<file path="src/rtl/alu_arbiter.sv">
// Round-robin arbiter sharing one combinational ALU between the EX stage (port 0)
// and the branch-compare/address unit (port 1), with a one-deep response buffer per port.
module alu_arbiter #(
  parameter int DATA_W = 32,
  parameter int OP_W   = 4
) (
  input  logic              clk,
  input  logic              rst,
  input  logic              req0_valid,
  output logic              req0_ready,
  input  logic [DATA_W-1:0] req0_opdA,
  input  logic [DATA_W-1:0] req0_opdB,
  input  logic [OP_W-1:0]   req0_op,
  input  logic              req1_valid,
  output logic              req1_ready,
  input  logic [DATA_W-1:0] req1_opdA,
  input  logic [DATA_W-1:0] req1_opdB,
  input  logic [OP_W-1:0]   req1_op,
  output logic              rsp0_valid,
  input  logic              rsp0_ready,
  output logic [DATA_W-1:0] rsp0_data,
  output logic              rsp1_valid,
  input  logic              rsp1_ready,
  output logic [DATA_W-1:0] rsp1_data,
  output logic [DATA_W-1:0] alu_opdA,
  output logic [DATA_W-1:0] alu_opdB,
  output logic [OP_W-1:0]   alu_op_sel,
  input  logic [DATA_W-1:0] alu_out,
  output logic              busy
);

  typedef enum logic [0:0] {IDLE = 1'b0, EXEC = 1'b1} state_t;

  state_t              state_r, state_next_s;
  logic [DATA_W-1:0]   iss_opda_r, iss_opdb_r;
  logic [OP_W-1:0]     iss_op_r;
  logic                owner_r;
  logic                last_grant_r;
  logic                rsp0_valid_r, rsp1_valid_r;
  logic [DATA_W-1:0]   rsp0_data_r, rsp1_data_r;
  logic                elig0_s, elig1_s;
  logic                gnt_vld_s, gnt_id_s;

  // A port holding an undrained result is not eligible until it is consumed.
  assign elig0_s = req0_valid & ~rsp0_valid_r;
  assign elig1_s = req1_valid & ~rsp1_valid_r;

  // Round-robin grant, only offered in IDLE and never while reset is asserted
  always_comb begin
    gnt_vld_s = 1'b0;
    gnt_id_s  = 1'b0;
    if ((state_r == IDLE) && !rst) begin
      if (elig0_s && elig1_s) begin
        gnt_vld_s = 1'b1;
        gnt_id_s  = ~last_grant_r;
      end else if (elig0_s) begin
        gnt_vld_s = 1'b1;
        gnt_id_s  = 1'b0;
      end else if (elig1_s) begin
        gnt_vld_s = 1'b1;
        gnt_id_s  = 1'b1;
      end else begin
        gnt_vld_s = 1'b0;
        gnt_id_s  = 1'b0;
      end
    end else begin
      gnt_vld_s = 1'b0;
      gnt_id_s  = 1'b0;
    end
  end

  assign req0_ready = gnt_vld_s & ~gnt_id_s;
  assign req1_ready = gnt_vld_s & gnt_id_s;

  // Next-state logic: a grant is always an accept since eligibility implies valid
  always_comb begin
    state_next_s = state_r;
    case (state_r)
      IDLE:    state_next_s = gnt_vld_s ? EXEC : IDLE;
      EXEC:    state_next_s = IDLE;
      default: state_next_s = IDLE;
    endcase
  end

  // State register
  always_ff @(posedge clk or posedge rst) begin
    if (rst) begin
      state_r <= IDLE;
    end else begin
      state_r <= state_next_s;
    end
  end

  // Issue registers and round-robin pointer, loaded on accept
  always_ff @(posedge clk or posedge rst) begin
    if (rst) begin
      iss_opda_r   <= {DATA_W{1'b0}};
      iss_opdb_r   <= {DATA_W{1'b0}};
      iss_op_r     <= {OP_W{1'b0}};
      owner_r      <= 1'b0;
      last_grant_r <= 1'b1;
    end else if (gnt_vld_s) begin
      iss_opda_r   <= gnt_id_s ? req1_opdA : req0_opdA;
      iss_opdb_r   <= gnt_id_s ? req1_opdB : req0_opdB;
      iss_op_r     <= gnt_id_s ? req1_op   : req0_op;
      owner_r      <= gnt_id_s;
      last_grant_r <= gnt_id_s;
    end
  end

  // Response buffers: capture ALU result at end of EXEC, clear on handshake
  always_ff @(posedge clk or posedge rst) begin
    if (rst) begin
      rsp0_valid_r <= 1'b0;
      rsp1_valid_r <= 1'b0;
      rsp0_data_r  <= {DATA_W{1'b0}};
      rsp1_data_r  <= {DATA_W{1'b0}};
    end else begin
      if ((state_r == EXEC) && !owner_r) begin
        rsp0_valid_r <= 1'b1;
        rsp0_data_r  <= alu_out;
      end else if (rsp0_valid_r && rsp0_ready) begin
        rsp0_valid_r <= 1'b0;
      end
      if ((state_r == EXEC) && owner_r) begin
        rsp1_valid_r <= 1'b1;
        rsp1_data_r  <= alu_out;
      end else if (rsp1_valid_r && rsp1_ready) begin
        rsp1_valid_r <= 1'b0;
      end
    end
  end

  assign rsp0_valid = rsp0_valid_r;
  assign rsp1_valid = rsp1_valid_r;
  assign rsp0_data  = rsp0_data_r;
  assign rsp1_data  = rsp1_data_r;
  assign alu_opdA   = iss_opda_r;
  assign alu_opdB   = iss_opdb_r;
  assign alu_op_sel = iss_op_r;
  assign busy       = (state_r == EXEC);

endmodule

</file>
<file path="config.mk">
export PLATFORM = sky130hd
export DESIGN_NAME = alu_arbiter
export DESIGN_NICKNAME = d
export VERILOG_FILES = /design/src/rtl/alu_arbiter.sv
export SDC_FILE = /design/constraint.sdc
export NUM_CORES = 1
export LEC_CHECK = 0
export CAP_MARGIN = 40
export CORE_AREA = 2 2 159 161
export CTS_CLUSTER_DIAMETER = 30
export DETAILED_ROUTE_END_ITERATION = 16
export DIE_AREA = 0 0 161 163
export PLACE_DENSITY = 0.48
export SLEW_MARGIN = 20
export SYNTH_ARGS = -nofsm -noshare
export SYNTH_HDL_FRONTEND = slang
export SYNTH_SLANG_ARGS = --single-unit
export TNS_END_PERCENT = 100
</file>
<file path="constraint.sdc">
create_clock -name clk -period 6.8 [get_ports clk]
set_input_delay 1.02 -clock clk [delete_from_list [all_inputs] [get_ports clk]]
set_output_delay 1.02 -clock clk [all_outputs]
set_load 0.05 [all_outputs]
</file>
==> results.md <==
- Post-Synth Adder-Cell Area: 0%
- # port buffers: 310
- Initial Utilization: 22.50%
- Status: finished clean
- Yosys warns: 0
- Post-route cell area: 0.009578 mm^2
- Post-cts sizing count: 0
- Unrepaired setup endpoints after global routing: no
- XOR/XNOR Fraction of Synth Area: 0%
- Drt first pass iters: 4
- Diodes inserted: 0
- Synthesized instance count: 392
- Die Wd: 161 um
- Top cell type's share of synthesized area: 61.30%
- Register area: 0.003430 mm^2
- Cell taking the most area after synthesis: dfrtp_1
- Setup crit end kind: output pin
- Final Slew Violations: 0
- Max cap viols: 0
- Worst clock skew: 0.01093 ns
- Most common library cells after synthesis: dfrtp_1, a221o_1, and3_1
- Synth Area in Compound Gates: 13.03%
- WP data arrival: 3.62 ns
- Filler instances: 2,380
- CP peak stage delay: 0.94 ns
- GR Util met1: 16.38%
- Final wirelength: 18.09 mm
- Min Hold Slack: 0.5041 ns
- Non-filler cells, final: 1,036
- P_leak: 4.133 nW
- Multiplexer area fraction after synthesis: 12.98%
- Initial antenna violation count: 1
- Routed len/inst: 17.46 um
- Final Util: 38.82%
- Buffer and inverter count on the worst path: 3
- CTS tree: yes
- Syn Std Cell Area: 0.005552 mm^2
- 1st-iter DRT viols: 180
- Delay-heaviest family, CP: buffers and inverters
- GR peak layer: met2
- Met2 Use GR: 23.37%
- Critical Path Start Type: primary input
- CTS Buf Count: 17
- Met3 GRT Util: 4.253%
- Final setup violation count: 0
- Synth area leaders: dfrtp_1, mux2_2, a221o_1, and3_1, clkbuf_1
- Area after DPL: 0.009016 mm^2
- H-tree Lvls: 4
- Post-CTS Hold Fix Bufs: 0
- Fin crit period: 4.640 ns
- Final WS setup: 2.160 ns
- # nets final: 867
- Post-synth top flop: dfrtp_1
- Multi-input gate area: 0.001954 mm^2
- Largest net degree at the start of global routing: 72
- IO Pins: 311
- Asr flop ratio synth: 100.0%
- Most numerous cell in the Yosys netlist: dfrtp_1
- Skew-Pair Late Insertion Delay: 0.41 ns
- ANT nets after route: 0
- Syn Area/Cell: 14.16 um^2
- Post-synth EDFFs: 0
- Net count after synthesis: 566
- Worst-Margin Slew: 0.8029 ns
- Fmax: 0.2155 GHz
- CTS clk-pin slew, worst paths: 0.06 ns
- Seq cells post-synth: 137
- Die area: 0.02624 mm^2
- DR vias/cell: 4.435
- Peak supply drop: 237.5 uV
- Worst hold path type: register to register
- Core area: 0.02467 mm^2
- Layout area overhead: 72.53%
- Req. time, crit path: 5.78 ns
- RD Place Congestion: 0.8035
- DR DRC count: 0
- Postcts setup bufs: 0
- CTS Root Cell: clkbuf_16
- FP Rows: 58
- Setup WS pre-CTS: 2.174 ns
- Most used cell, CP: clkdlybuf4s50_1
- Max_slew headroom: 46.47%
- DP HPWL: 12.99 mm
- GRT Resource Usage Total: 13.72%
- PD cells: 540.4 mW/mm^2
- Final Hold Violating Endpoints: 0
- Clock sink count: 137
- Layout cells sized above 1: 15.58%
- Die height: 163 um
- CP Max Fanout: 69
- Clk buf depth: 2
- Dpl cells: 1,004
- Post-synth cell types: 20
- Setup CP Type: primary input to output pin
- Largest family of logic cells by synthesized area: compound AO/OA/AOI/OAI gates
- Via count: 4,595
- Setup TNS: 0 ns
- Vias in the first global route: 5,018
- Register area share after synthesis: 61.78%
- Final period util: 68.23%
- Worst path cell trace: clkdlybuf4s50_1, nor2_1, o311a_2, buf_4, clkdlybuf4s50_1
- Power, Total: 5.176 mW
- First-pass GRT wire length: 27.98 mm
- Post-synthesis simple-gate area fraction: 8.835%
- Congestion Overflow GR: 0
- Slowest stage cell, crit path: clkdlybuf4s50_1
==> worst reg2reg max path, delay by kind of cell, from the launching register on <==
family | cells | cell delay, ns
flip-flops | 1 | 0.41
AND/OR/NAND/NOR | 1 | 0.28
AO/OA/AOI/OAI | 2 | 0.59
buffers and inverters | 1 | 0.58
==> sequential cells by signal, indices dropped and copies added (netlist names) <==
name / flops
alu_opdA: 32
rsp0_valid: 1
alu_opdB: 32
rsp1_data: 32
owner_r: 1
last_grant_r: 1
busy: 1
rsp1_valid: 1
alu_op_sel: 4
rsp0_data: 32
==> path summary, 6_finish.rpt <==
check                                          start                        end  slack (ns)  cells past startpoint
min in group asynchronous                        rst   alu_opdB[11]$_DFFE_PP0P_        1.18                      2
max in group asynchronous                        rst   rsp1_data[9]$_DFFE_PP0P_        4.48                      4
max reg2reg                   rsp0_valid$_DFFE_PP0P_    alu_opdA[1]$_DFFE_PP0P_        4.86                      4
min reg2reg                rsp0_data[22]$_DFFE_PP0P_  rsp0_data[22]$_DFFE_PP0P_        0.50                      1
max                                              rst                 req0_ready        2.16                      5
min                        rsp0_data[22]$_DFFE_PP0P_  rsp0_data[22]$_DFFE_PP0P_        0.50                      1
==> layer usage <==
metal | share of wire, % | wire [um] | vias up
met5 | 0.072 | 13 | -
met4 | 1.9 | 352 | 2
met3 | 6.9 | 1243 | 24
met2 | 49 | 8897 | 193
li1 | - | - | 2117
met1 | 42 | 7579 | 2259
==> cells in the final DEF, fill, tap and decap left out, types with 2 or more instances in the layout <==
cell	count
clkdlybuf4s50_1	310
dfrtp_1	136
and3_1	68
a221o_1	68
mux2_2	64
clkbuf_16	17
buf_4	6
inv_1	4
inv_6	4
clkinvlp_4	4
a21o_1	3
clkinv_2	3
nor2b_1	2
clkinv_4	2
==> cells by family (layout without fill, tap and decap cells) <==
group,Yosys count,count (layout)
AO/OA/AOI/OAI,74,74
buffers and inverters,41,355
flip-flops,137,137
multiplexers,64,64
AND/OR/NAND/NOR,76,76
==> report_power, final <==
group          total (mW)  switching, mW  internal [mW]
sequential           1.42          0.223           1.20
clock               0.883          0.368          0.515
combinational        2.87           1.81           1.05
total                5.18           2.40           2.77
==> layout make-up <==
cell class / instances / area share, %
multi-input cells: 214 / 20.40
repair buffers: 318 / 33.36
inverters: 5 / 0.2482
clock inverters: 13 / 1.241
well taps: 330 / 4.311
flip-flops and latches: 137 / 35.81
clock buffers: 19 / 4.624
(Power assumes the default switching activity.)
